==> config.mk <==
export PLATFORM = sky130hd
export DESIGN_NAME = writeback_arbiter
export DESIGN_NICKNAME = d
export VERILOG_FILES = /design/src/rtl/riscv_pkg.sv /design/src/rtl/wb_fifo.sv /design/src/rtl/writeback_arbiter.sv
export SDC_FILE = /design/constraint.sdc
export NUM_CORES = 1
export LEC_CHECK = 0
export CELL_PAD_IN_SITES_DETAIL_PLACEMENT = 0
export CELL_PAD_IN_SITES_GLOBAL_PLACEMENT = 1
export CORE_MARGIN = 1.5
export CORE_UTILIZATION = 30
export CTS_BUF_LIST = sky130_fd_sc_hd__clkbuf_16
export CTS_CLUSTER_DIAMETER = 50
export DETAILED_ROUTE_END_ITERATION = 6
export DONT_BUFFER_PORTS = 1
export PLACE_DENSITY_LB_ADDON = 0.1
export SLEW_MARGIN = 20
export SYNTH_ARGS = -nofsm -noshare
export SYNTH_HDL_FRONTEND = slang
export SYNTH_SLANG_ARGS = --single-unit
==> constraint.sdc <==
create_clock -name clk -period 3.8 [get_ports clk]
set_clock_uncertainty 0.2 [all_clocks]
set_input_delay 0.76 -clock clk [delete_from_list [all_inputs] [get_ports clk]]
set_output_delay 0.76 -clock clk [all_outputs]
set_load 0.01 [all_outputs]
==> src/rtl/riscv_pkg.sv <==
// ---------------------------------------------------------------------------
// riscv_pkg
// Shared core-wide definitions: data width, register-address width and the
// register-index type used by every block that touches the register file.
// No ports (package).
// ---------------------------------------------------------------------------
package riscv_pkg;

    localparam int XLEN     = 32;
    localparam int REG_AW   = 5;
    localparam int NUM_REGS = 1 << REG_AW;

    typedef logic [REG_AW-1:0] reg_idx_t;

endpackage : riscv_pkg

==> src/rtl/wb_fifo.sv <==
// ---------------------------------------------------------------------------
// wb_fifo
// Small in-order buffer for completed load results awaiting the register
// file write port. Head entry is presented combinationally; pop advances it.
//
// Ports
//   clk        in   clock, rising edge
//   rst_n      in   asynchronous active-low reset (empties the buffer)
//   push       in   write push_data at the tail (ignored when full)
//   push_data  in   WIDTH-bit entry
//   pop        in   retire the head entry (ignored when empty)
//   head_data  out  current head entry
//   count      out  occupancy, 0..DEPTH
//   empty      out  no entries held
// ---------------------------------------------------------------------------
module wb_fifo #(
    parameter int DEPTH = 2,
    parameter int WIDTH = 37
) (
    input  logic                       clk,
    input  logic                       rst_n,
    input  logic                       push,
    input  logic [WIDTH-1:0]           push_data,
    input  logic                       pop,
    output logic [WIDTH-1:0]           head_data,
    output logic [$clog2(DEPTH+1)-1:0] count,
    output logic                       empty
);

    localparam int CW = $clog2(DEPTH + 1);
    localparam int PW = (DEPTH > 1) ? $clog2(DEPTH) : 1;

    logic [WIDTH-1:0] mem [DEPTH];
    logic [PW-1:0]    wr_ptr;
    logic [PW-1:0]    rd_ptr;
    logic [CW-1:0]    count_q;
    logic             full;
    logic             do_push;
    logic             do_pop;

    // Pointers wrap explicitly so non-power-of-two depths work.
    function automatic logic [PW-1:0] next_ptr(input logic [PW-1:0] p);
        return (p == PW'(DEPTH - 1)) ? '0 : p + 1'b1;
    endfunction

    assign full      = (count_q == CW'(DEPTH));
    assign empty     = (count_q == '0);
    assign do_push   = push && !full;
    assign do_pop    = pop && !empty;
    assign head_data = mem[rd_ptr];
    assign count     = count_q;

    always_ff @(posedge clk or negedge rst_n) begin
        if (!rst_n) begin
            wr_ptr  <= '0;
            rd_ptr  <= '0;
            count_q <= '0;
        end else begin
            if (do_push) wr_ptr <= next_ptr(wr_ptr);
            if (do_pop)  rd_ptr <= next_ptr(rd_ptr);
            case ({do_push, do_pop})
                2'b10:   count_q <= count_q + 1'b1;
                2'b01:   count_q <= count_q - 1'b1;
                default: count_q <= count_q;
            endcase
        end
    end

    // Storage is data only; emptiness is tracked by the pointers/count.
    always_ff @(posedge clk) begin
        if (do_push) mem[wr_ptr] <= push_data;
    end

endmodule : wb_fifo

==> src/rtl/writeback_arbiter.sv <==
// ---------------------------------------------------------------------------
// writeback_arbiter
// Owns the single register-file write port. Single-cycle ALU results have
// strict priority and are never stalled; load results are buffered in a
// wb_fifo and drained whenever the ALU leaves the port free. A busy
// scoreboard tracks registers with outstanding loads for hazard queries.
//
// Ports
//   clk, rst_n                      clock / async active-low reset
//   alu_valid, alu_rd, alu_wd       ALU result (x0 results are dropped)
//   ld_issue, ld_issue_rd           load issued: marks rd busy
//   lsu_valid, lsu_ready            load-result handshake
//   lsu_rd, lsu_wd                  load-result destination / data
//   rf_we, rf_rd, rf_wd             registered register-file write port
//   rs1, rs2, rs1_busy, rs2_busy    scoreboard queries
//   lsu_count                       load buffer occupancy
// ---------------------------------------------------------------------------
module writeback_arbiter
    import riscv_pkg::*;
#(
    parameter int XLEN      = riscv_pkg::XLEN,
    parameter int LSU_DEPTH = 2
) (
    input  logic                           clk,
    input  logic                           rst_n,
    input  logic                           alu_valid,
    input  reg_idx_t                       alu_rd,
    input  logic [XLEN-1:0]                alu_wd,
    input  logic                           ld_issue,
    input  reg_idx_t                       ld_issue_rd,
    input  logic                           lsu_valid,
    output logic                           lsu_ready,
    input  reg_idx_t                       lsu_rd,
    input  logic [XLEN-1:0]                lsu_wd,
    output logic                           rf_we,
    output reg_idx_t                       rf_rd,
    output logic [XLEN-1:0]                rf_wd,
    input  reg_idx_t                       rs1,
    input  reg_idx_t                       rs2,
    output logic                           rs1_busy,
    output logic                           rs2_busy,
    output logic [$clog2(LSU_DEPTH+1)-1:0] lsu_count
);

    localparam int CW = $clog2(LSU_DEPTH + 1);
    localparam int EW = REG_AW + XLEN;

    logic            alu_claim;
    logic            push;
    logic            pop;
    logic            fifo_empty;
    logic [EW-1:0]   fifo_head;
    reg_idx_t        head_rd;
    logic [XLEN-1:0] head_wd;

    logic [NUM_REGS-1:0] busy_q;
    logic [NUM_REGS-1:0] busy_d;

    logic            rf_we_p1;
    reg_idx_t        rf_rd_p1;
    logic [XLEN-1:0] rf_wd_p1;

    // Gating with rst_n keeps ready low for the whole reset window, not just
    // until the first edge.
    assign lsu_ready = (lsu_count < CW'(LSU_DEPTH)) && rst_n;
    assign push      = lsu_valid && lsu_ready;

    // A write to x0 is a no-op, so it does not claim the port.
    assign alu_claim = alu_valid && (alu_rd != '0);
    assign pop       = !alu_claim && !fifo_empty;

    assign head_rd = fifo_head[XLEN +: REG_AW];
    assign head_wd = fifo_head[XLEN-1:0];

    wb_fifo #(
        .DEPTH (LSU_DEPTH),
        .WIDTH (EW)
    ) u_ld_fifo (
        .clk       (clk),
        .rst_n     (rst_n),
        .push      (push),
        .push_data ({lsu_rd, lsu_wd}),
        .pop       (pop),
        .head_data (fifo_head),
        .count     (lsu_count),
        .empty     (fifo_empty)
    );

    // Clear on pop first, then set on issue, so a re-issue to the same
    // register at the retiring edge keeps the bit set.
    always_comb begin
        busy_d = busy_q;
        if (pop) busy_d[head_rd] = 1'b0;
        if (ld_issue && (ld_issue_rd != '0)) busy_d[ld_issue_rd] = 1'b1;
        busy_d[0] = 1'b0;
    end

    assign rs1_busy = (rs1 != '0) && busy_q[rs1];
    assign rs2_busy = (rs2 != '0) && busy_q[rs2];

    // ---- stage p1: registered write port and scoreboard ----
    always_ff @(posedge clk or negedge rst_n) begin
        if (!rst_n) begin
            rf_we_p1 <= 1'b0;
            rf_rd_p1 <= '0;
            rf_wd_p1 <= '0;
            busy_q   <= '0;
        end else begin
            busy_q <= busy_d;
            if (alu_claim) begin
                rf_we_p1 <= 1'b1;
                rf_rd_p1 <= alu_rd;
                rf_wd_p1 <= alu_wd;
            end else if (pop && (head_rd != '0)) begin
                rf_we_p1 <= 1'b1;
                rf_rd_p1 <= head_rd;
                rf_wd_p1 <= head_wd;
            end else begin
                // Address/data hold; an x0 load is retired silently here.
                rf_we_p1 <= 1'b0;
            end
        end
    end

    assign rf_we = rf_we_p1;
    assign rf_rd = rf_rd_p1;
    assign rf_wd = rf_wd_p1;

endmodule : writeback_arbiter

# --- Yosys cells after proc, flatten, opt, wreduce, memory -nomap -nowiden ---
# Memories as Yosys holds them, arrays and structs flattened.
# Index checks and enable logic that the tools add are counted.
classes:
  add_sub_neg: 4
  eq_ne: 3
  n_div: 0
  muxes: 21
  bitwise: 3
  multipliers: 0
  shift: 0
  order_cmp: 7
  reduce_logical: 23
ops:
  columns: ["op", "n"]
  rows:
  - ["two-way mux 32 bit", 4]
  - ["AND 32 bit", 1]
  - ["NOT 32 bit", 1]
  - ["OR 32 bit", 1]
  - ["nonzero test 5 bit", 5]
  - ["< comparator 5 x 6 -> 1 bit (second input constant)", 4]
  - ["logical AND 1 bit", 12]
  - ["binary-select mux 1 bit (select 5 bit)", 2]
  - ["demux 1 bit (select 5 bit)", 2]
  - ["greater-or-equal comparator 5 x 1 -> 1 bit (second input constant)", 2]
  - ["two-way mux 1 bit", 10]
  - ["two-way mux 5 bit", 2]
  - ["== test 2 bit (second input constant)", 2]
  - ["one-hot mux 2 bit (2 select lines)", 1]
  - ["nonzero test 2 bit", 2]
  - ["zero test 1 bit", 3]
  - ["adder 1 bit (second input constant)", 2]
  - ["adder 2 x 1 -> 2 bit (second input constant)", 1]
  - ["== test 2 x 1 -> 1 bit (second input constant)", 1]
  - ["zero test 2 bit", 1]
  - ["< comparator 2 bit (second input constant)", 1]
  - ["subtractor 2 x 1 -> 2 bit (second input constant)", 1]
totals:
  latchBits: 0
  mem_count: 1
  ram_bits: 74
  mem_bits_ro: 0
  ff_bits: 73
  output_inout_bits: 43
memory_table:
  columns: ["name", "words", "width", "rd", "rd_ports_with_merged_regs", "write_ports", "line_no", "source"]
  rows:
  - ["u_ld_fifo.mem", 2, 37, 1, 0, 1, "wb_fifo.sv:33", "logic [WIDTH-1:0] mem [DEPTH];"]

# --- Depth between registers and ports, before layout ---
# Gate-level depths: netlist (run 1).
# An unclocked memory read counts as a cell.
depth:
  ltp_word: 10
  mapped_depth: 9
  mapped_depth_nobuf: 7

# --- By module ---
# From an unflattened synthesis (run 1), not the netlist that was laid out.
unflattened:
  cells_unflattened: 514
  area_unflattened_um2: 6777.8
modules_own_cells:
  columns: ["mod", "n_inst", "cells_per_inst", "seq_area_each_um2", "area_each_um2"]
  rows:
  - ["writeback_arbiter", 1, 381, 1726.7, 3828.7]
  - ["wb_fifo", 1, 133, 2322.2, 2949.1]

# --- Worst setup path after synthesis (run 1) ---
# No wires, ideal clock.
synth_path:
  kind: "in2reg"
  from: "input port rst_n"
  to: "memory u_ld_fifo.mem[0][0] (enable)"
  setup_time_ns: 0.431
  arrival_time_ns: 2.757
  slack_ns: 0.411
  required_ns: 3.169
  stages: 3
  path_buffers: 0
  path_cell_list: "nor2b_1 > nand2_1 > nor2_1"
synth_between:
  elab_chain_cells: 5
synth_lines:
  columns: ["item", "line_no", "source"]
  rows:
  - ["start: declaration", "writeback_arbiter.sv:25", "input logic rst_n,"]
  - ["logical AND 1 bit", "writeback_arbiter.sv:65", "assign lsu_ready = (lsu_count < CW'(LSU_DEPTH)) && rst_n;"]
  - ["logical AND 1 bit", "writeback_arbiter.sv:66", "assign push = lsu_valid && lsu_ready;"]
  - ["logical AND 1 bit", "wb_fifo.sv:48", "assign do_push = push && !full;"]
  - ["two-way mux 1 bit", "wb_fifo.sv:71", "if (do_push) mem[wr_ptr] <= push_data;"]
  - ["two-way mux 1 bit (not written as such)", "wb_fifo.sv:71", null]
  - ["end: declaration", "wb_fifo.sv:33", null]
# No other way between the ends.

# --- Worst setup path in the final report (run 1) ---
layout_path:
  from: "register busy_q[19]"
  to: "output port rs1_busy"
layout_between:
  elab_chain_cells: 3
layout_lines:
  columns: ["item", "line_no", "source"]
  rows:
  - ["start: declaration", "writeback_arbiter.sv:56", "logic [NUM_REGS-1:0] busy_q;"]
  - ["start signal: assignment", "writeback_arbiter.sv:109", "busy_q <= busy_d;"]
  - ["binary-select mux 1 bit (select 5 bit)", "writeback_arbiter.sv:98", "assign rs1_busy = (rs1 != '0) && busy_q[rs1];"]
  - ["two-way mux 1 bit (not written as such)", "writeback_arbiter.sv:98", null]
  - ["logical AND 1 bit", "writeback_arbiter.sv:98", null]
  - ["end: declaration", "writeback_arbiter.sv:40", "output logic rs1_busy,"]
# No other way between the ends. The select of a mux whose other input is x is not followed.

==> impl_summary.txt, run 1 <==
----------------------------------------------------
[Floorplanning]
  Die Footprint ... 23900 um^2
  Core region area ... between 20000 and 25000 um^2
  Width of the die ... 155 um
  Initial core utilization ... 30.5%
  Overall die height ... 155 um
  IO Pins ... 137
  Core Rows ... 55

[Worst hold path]
  Worst Hold Class ... in -> async

[Pwr]
  Leakage power summed over all cells ... ~2.9 nW
  Switch share ... 32.8%
  Clock network fraction of design power ... between 20 and 30%
  Gate power share ... 26.2%
  Ratio of total power to cell area ... just over 700 nW/um^2
  Power dissipated by switching net loads ... 1.84 mW
  Maximum vdd drop ... 0.000320 V
  Internal power ... 3.76 mW
  Sequential Power Share ... between 40% and 50%
  Post-route total power ... 5.60 mW

[Setup path]
  Longest individual stage delay on the worst path ... about 0.48 ns
  Nature of the critical path endpoint ... output pin
  Category of the most critical setup path ... reg -> out
  Arrival time worst endpoint ... ~2.0 ns
  Critical Path Fanout Max ... 3
  Data required time of the critical path ... 2.84 ns
  Critical Path, Cell by Cell ... mux4_2 > mux2i_1 > nor3b_1 > a311o_1
  Library cell contributing the largest single delay on the critical path ... sky130_fd_sc_hd__mux4_2
  Nature of the critical path startpoint ... flip-flop

[Clocking]
  Clock Pin Slew Worst Setup and Hold Paths ... 0.06 ns
  Clock Sink Count ... about 150
  Clock insertion delay at the later pin of the skew report ... ~0.42 ns
  Hold Buf Count CTS ... 1
  Number of setup buffers added after CTS ... 0
  TritonCTS clock tree ... yes
  CTS H-Tree Depth ... 4
  PostCTS Resize Cnt ... 0
  CTS root buf ... sky130_fd_sc_hd__clkbuf_16
  Max Root-Sink Buffers ... 2
  Number of buffers created by CTS ... 17

[Yosys]
  Seq cells post-synth ... 147
  Fraction of the mapped netlist area in adder cells ... 0.181%
  Share of synthesized area spent on multiplexers ... 24.4%
  Synthesized instance count ... 478
  Syn avg cell area ... 14.4 um^2
  Register area share after synthesis ... 58.7%
  Synth cell types ... between 40 and 50
  Share of flip-flops with an asynchronous set or reset ... 49.7%
  Simple-gate share of the synthesized area ... ~7.4%
  Area fraction in compound gates after synthesis ... ~6.5%
  Yosys warning total ... 0
  Synth Area in XOR/XNOR ... 0.635%
  Syn_nets ... 573
  Number of flops mapped to enable cells by yosys ... 74
  Synthesized cell area ... 6900 um^2
  Cell with the most instances after synthesis ... sky130_fd_sc_hd__mux2_2
  Synth cell count leaders ... 91 x sky130_fd_sc_hd__mux2_2, 74 x sky130_fd_sc_hd__edfxtp_1, 73 x sky130_fd_sc_hd__dfrtp_1
  Dominant combinational cell family by area after synthesis ... multiplexers
  Primary flip-flop cell chosen by synthesis mapping ... sky130_fd_sc_hd__edfxtp_1
  Cell type with the largest total area after synthesis ... sky130_fd_sc_hd__edfxtp_1
  Cell types occupying the most area after synthesis ... sky130_fd_sc_hd__edfxtp_1 32%, sky130_fd_sc_hd__dfrtp_1 26%, sky130_fd_sc_hd__mux2_2 15%
  Fraction of post-synthesis cell area in the top cell type by area ... 32.2%

[Detailed routing]
  Detailed-route DRC error count ... 0
  Number of vias per cell ... 5.23
  First-iteration detailed-routing DRC count ... between 200 and 250
  Post-DRT Antenna Nets ... 0
  Number of vias in the routed layout ... between 4000 and 5000
  Number of detailed-routing iterations run before antenna repair ... 5
  Detailed-route wire length per cell ... 22.7 um
  Routed wire length ... 17800 um

[STA]
  Number of setup violations in the final report ... 0
  Worst Max-Slew Pin Slew ... just under 0.9 ns
  WHS ... 0.0334 ns
  Unrepaired setup endpoints after global routing ... no
  Maximum clock rate ... 334 MHz
  Worst relative slew slack ... 41.5%
  Final critical-path setup slack ... 0.805 ns
  Share of the clock period used by the worst path after layout ... 78.8%
  Shortest clock period the worst path allows after layout ... approximately 3.0 ns
  Count of final max-slew check failures ... 0
  TNS Setup ... 0 ns
  Number of hold violations in the final report ... 0

[Placed design]
  Routability congestion estimate ... between 0.7 and 0.8
  Port Buffer Count ... 0
  Placed wire-length estimate ... 12400 um
  Number of cells after detailed placement ... 750
  Post-placement cell area ... between 7000 and 8000 um^2
  Setup slack after placement ... 0.882 ns

[Final layout]
  Fill cell instance count of the final layout ... 2210
  Final core occ ... 34.6%
  Post-route insts no fill ... 784
  Area used by multi-input combinational logic ... 2720 um^2
  Final Net Count ... 580
  Post-synthesis to final-layout area growth ... 13.2%
  Share of post-route cells with drive strength above 1 ... between 30% and 40%
  Sequential Area ... 4050 um^2
  Final instance area ... 7810 um^2

[GRT]
  Initial antenna violation count ... 1
  GR peak layer ... met2
  Via count of the first global-routing pass ... 4501
  Global-route met1 utilization ... 19.1%
  GR Overflow Total ... 0
  Global routing usage summed across all routing layers ... 15.6%
  Met2 Track Usage GR ... 25.3%
  Wire length of the first global-routing pass ... 27400 um
  Maximum number of pins on one net before global-route repair ... 74
  Met3 GRT Util ... between 6 and 7%

[Flow run]
  Max Cap Violations ... 0

[Run status]
  Status ... completed

----------------------------------------------------
==> cell usage in the layout (no fill, tap or decap), types with 2 or more instances in the layout <==
master | Yosys | routed
sky130_fd_sc_hd__a21oi_1 | 3 | 3
sky130_fd_sc_hd__a32oi_1 | 2 | 2
sky130_fd_sc_hd__buf_4 | 0 | 13
sky130_fd_sc_hd__clkbuf_16 | 0 | 17
sky130_fd_sc_hd__clkinv_1 | 0 | 2
sky130_fd_sc_hd__clkinv_4 | 0 | 2
sky130_fd_sc_hd__clkinvlp_4 | 0 | 4
sky130_fd_sc_hd__dfrtp_1 | 73 | 72
sky130_fd_sc_hd__edfxtp_1 | 74 | 74
sky130_fd_sc_hd__inv_1 | 4 | 5
sky130_fd_sc_hd__inv_6 | 0 | 4
sky130_fd_sc_hd__mux2_2 | 91 | 91
sky130_fd_sc_hd__mux2_4 | 19 | 19
sky130_fd_sc_hd__mux2i_1 | 6 | 6
sky130_fd_sc_hd__mux4_2 | 14 | 14
sky130_fd_sc_hd__nand2_1 | 57 | 57
sky130_fd_sc_hd__nand2b_1 | 7 | 7
sky130_fd_sc_hd__nand3_1 | 7 | 7
sky130_fd_sc_hd__nand4_1 | 2 | 2
sky130_fd_sc_hd__nor2_1 | 14 | 12
sky130_fd_sc_hd__nor2b_1 | 4 | 4
sky130_fd_sc_hd__nor3_1 | 2 | 2
sky130_fd_sc_hd__nor3b_1 | 3 | 3
sky130_fd_sc_hd__nor4_1 | 2 | 2
sky130_fd_sc_hd__o21ai_0 | 9 | 9
sky130_fd_sc_hd__o22ai_1 | 2 | 2
sky130_fd_sc_hd__o41ai_1 | 31 | 31
sky130_fd_sc_hd__xnor2_1 | 3 | 3
sky130_fd_sc_hd__xor2_1 | 2 | 2
==> logic make-up after synthesis <==
kind of cell               Yosys count
DFF                                147
muxes                              130
and+or+nand+nor                    108
AOI/OAI and AO/OA                   57
buffers and inverters               30
xor gates and xnor gates             5
adders and majority gates            1
==> state kept, by name (all words and copies together), names as in the netlist <==
name              count
u_ld_fifo.mem        74
rf_rd                 5
u_ld_fifo.count       2
rf_we                 1
rf_wd                32
u_ld_fifo.wr_ptr      1
u_ld_fifo.rd_ptr      1
busy_q               31
==> routing by layer <==
metal	wire length (um)	share of wire, %	vias up
met5	13	0.073	-
met4	280	1.6	2
met1	7480	42	2083
met3	1470	8.3	21
li1	-	-	1859
met2	8570	48	138
==> final timing paths <==
path                                         to  cells past startpoint             start  slack, ns
setup reg to reg                      rf_wd[26]                      4  u_ld_fifo.rd_ptr       1.24
setup / recovery                       rs1_busy                      4        busy_q[19]       0.80
hold reg to reg                      busy_q[22]                      2        busy_q[22]       0.33
min in group clk           u_ld_fifo.mem[1][20]                      0        lsu_wd[20]       0.23
max in group asynchronous      u_ld_fifo.rd_ptr                      1             rst_n       3.01
hold / removal                        rf_wd[27]                      1             rst_n       0.03
==> layout make-up <==
type / instances / share of cell area [%]
well taps: 285 / 4.57
clock inverters: 15 / 1.41
multi-input cells: 301 / 34.9
clock buffers: 17 / 5.45
repair buffers: 14 / 1.60
flip-flops and latches: 147 / 51.9
diodes: 1 / 0.0321
inverters: 4 / 0.192
==> power groups by stage <==
stage	Clock (mW)	Combinational (mW)	Sequential (mW)
after floorplan	0	1.23	2.43
after global placement	0	1.45	2.63
after detailed placement	0	1.47	2.63
after CTS	1.59	1.50	2.60
after global routing	1.66	1.61	2.66
final	1.54	1.47	2.59
==> critical path: cells and delay by family, from the launching register on <==
kind,cells,cell delay [ns]
AOI/OAI and AO/OA,1,0.37
DFF,1,0.41
muxes,2,0.75
and+or+nand+nor,1,0.09
Power figures use the tool's default switching activity.
==> run 2: changes to the inputs <==
==> constraint.sdc (replaced) <==
create_clock -name clk -period 2.6 [get_ports clk]
set_clock_uncertainty 0.2 [all_clocks]
set_input_delay 0.52 -clock clk [delete_from_list [all_inputs] [get_ports clk]]
set_output_delay 0.52 -clock clk [all_outputs]
set_load 0.01 [all_outputs]
==> run 2 against run 1 <==
  * The run now ends with setup timing left
  * Combinational power grew 60%
  * Via count grew 3.7%
  * Setup slack lost 0.86 ns
  * Critical path depth is the same
  * First-iteration DRC count grew 5.4%
  * Sequential cell count is the same
  * Largest power group unchanged
==> impl_summary.txt, run 2 (synthesized netlist as in run 1, its figures left out) <==
----------------------------------------------------
[Run status]
  Status ... complete, but fails checks
  Violated checks ... setup timing

[Setup path]
  Setup crit start ... busy_q[15]
  R2R cell count ... 5
  Nature of the critical path endpoint ... output pin
  Arrival time worst endpoint ... 1.94 ns
  Critical Path Fanout Max ... 3
  FF-to-FF Start ... u_ld_fifo.rd_ptr
  R2r endpoint ... busy_q[28]
  Category of the most critical setup path ... reg -> out
  Data required time of the critical path ... 1.88 ns
  Reg2Reg Setup Slack ... 0.08 ns
  End point of the critical path ... rs1_busy
  Nature of the critical path startpoint ... flip-flop

[Final layout]
  Final Net Count ... 625
  Number of flip-flops under the largest register name ... 74
  Share of post-route cells with drive strength above 1 ... 33.7%
  Leading cell type in the layout, fill and taps excluded ... sky130_fd_sc_hd__mux2_2
  Post-route insts no fill ... 830
  Biggest register ... u_ld_fifo.mem
  Post-synthesis to final-layout area growth ... 21.0%
  Commonest non-fill, non-tap cells in the layout ... 90 x sky130_fd_sc_hd__mux2_2, 74 x sky130_fd_sc_hd__edfxtp_1, 72 x sky130_fd_sc_hd__dfrtp_1

[Detailed routing]
  Number of vias in the routed layout ... between 4000 and 5000
  Number of detailed-routing iterations run before antenna repair ... 5
  Post-DRT Antenna Nets ... 0
  Detailed-route wire length per cell ... 21.3 um
  Routed wire length ... ~18000 um
  First-iteration detailed-routing DRC count ... 214
  Detailed-route DRC error count ... 0
  Number of vias per cell ... 5.13

[STA]
  Worst relative slew slack ... 57.1%
  Number of setup violations in the final report ... 1
  Final critical-path setup slack ... -0.0565 ns
  Worst Max-Slew Pin Slew ... 0.641 ns
  TNS Setup ... -0.0565 ns
  Number of hold violations in the final report ... 0
  Maximum clock rate ... 376 MHz
  Count of final max-slew check failures ... 0
  WHS ... 0.0793 ns
  Unrepaired setup endpoints after global routing ... yes
  Shortest clock period the worst path allows after layout ... 2.66 ns
  Share of the clock period used by the worst path after layout ... 102%

[Pwr]
  Internal power ... 5.74 mW
  Clock network fraction of design power ... between 20% and 30%
  Leakage power summed over all cells ... 3.10 nW
  Power dissipated by switching net loads ... around 2.7 mW
  Sequential Power Share ... 44.9%
  Gate power share ... around 28%
  Maximum vdd drop ... 0.000516 V
  Switch share ... between 30% and 40%
  Ratio of total power to cell area ... around 1000 nW/um^2

[Clocking]
  Number of buffers created by CTS ... 17
  Clock Sink Count ... about 150
  Max Root-Sink Buffers ... 2
  TritonCTS clock tree ... yes
  CTS root buf ... sky130_fd_sc_hd__clkbuf_16
  CTS H-Tree Depth ... 4
  Clock Pin Slew Worst Setup and Hold Paths ... roughly 0.060 ns
  Clock insertion delay at the later pin of the skew report ... 0.41 ns

[GRT]
  Initial antenna violation count ... 4
  GR Overflow Total ... 0
  Wire length of the first global-routing pass ... 27100 um
  Via count of the first global-routing pass ... 4543
  Global routing usage summed across all routing layers ... between 15 and 20%
  Maximum number of pins on one net before global-route repair ... 74

[Flow run]
  Max Cap Violations ... 0

[Placed design]
  Number of cells after detailed placement ... 752
  Port Buffer Count ... 0
  Setup slack after placement ... 0.150 ns
  Placed wire-length estimate ... 12000 um
  Routability congestion estimate ... between 0.7 and 0.8

[Floorplanning]
  Core Rows ... 55
  Initial core utilization ... a little under a third
  Overall die height ... ~150 um
  Die Footprint ... 23900 um^2
  Core region area ... 22600 um^2
  Width of the die ... 155 um
  IO Pins ... 137

[Worst hold path]
  Worst Hold Class ... in -> reg

----------------------------------------------------
[run 2: changes by cell type in the layout (fill, tap and decap cells not counted), sizes merged]
cell,change
dlygate4sd3,+40
buf,+5
inv,-2
bufinv,+1
clkinv,+1
diode,+1
[run 2: power groups by stage]
stage / logic, mW / registers (mW) / clock network (mW)
3_3_place_gp: 2.19 / 3.85 / 0
2_1_floorplan: 1.80 / 3.55 / 0
4_1_cts: 2.37 / 3.80 / 2.41
3_5_place_dp: 2.22 / 3.84 / 0
5_1_grt: 2.55 / 3.88 / 2.49
6_report: 2.35 / 3.80 / 2.32
[run 2: area by class of cell]
cell class / instances / area, um^2
clock buffers: 17 / 425
clock inverters: 15 / 135
flip-flops and latches: 147 / 4050
well taps: 285 / 357
fillers: 2179 / 14200
repair buffers: 59 / 613
multi-input cells: 301 / 2740
inverters: 4 / 15.0
diodes: 2 / 5.00
[run 2: worst min path at each step]
| stage | slack, ns | startpoint | to | depth (start not counted) |
|---|---|---|---|---|
| after floorplan | 0.02 | rst_n | busy_q[10] | 0 |
| after global placement | 0.03 | rst_n | rf_wd[27] | 0 |
| after detailed placement | 0.03 | rst_n | rf_wd[27] | 0 |
| after CTS | 0.06 | ld_issue_rd[1] | busy_q[31] | 2 |
| after global routing | 0.07 | ld_issue_rd[1] | busy_q[31] | 2 |
| final | 0.08 | ld_issue_rd[1] | busy_q[31] | 2 |
[run 2: repair_timing]
action	CTS	global route
pin swaps	2	2
resized for setup	2	5
endpoints found under the hold margin	148	0
buffers inserted	2	1
hold buffers	41	0
setup endpoints to repair	2	3
[run 2: critical path, stage by stage (launching register included)]
cell and delay, ns:
sky130_fd_sc_hd__dfrtp_1 0.41, sky130_fd_sc_hd__mux4_2 0.49, sky130_fd_sc_hd__o22ai_2 0.17, sky130_fd_sc_hd__a2111oi_1 0.07
sky130_fd_sc_hd__a311o_1 0.38
[run 2: per-stage QoR]
| stage | instance area (um^2) | utilization, % | total power [mW] |
|---|---|---|---|
| after floorplan | 6900 | - | 5.35 |
| after global placement | 7300 | 32.3 | 6.04 |
| after detailed placement | 7300 | 32.3 | 6.07 |
| after CTS | 8310 | 36.8 | 8.57 |
| after global routing | 8340 | 37.0 | 8.92 |
| final | 8340 | 37.0 | 8.47 |
[run 2: per-layer routing]
metal / vias up / global-route usage (%) / share of wire (%)
met5: - / 0 / 0
met4: 0 / 4.30 / 1.1
met3: 12 / 4.60 / 5.3
met2: 121 / 25.8 / 51
met1: 2173 / 18.8 / 42
li1: 1948 / - / -
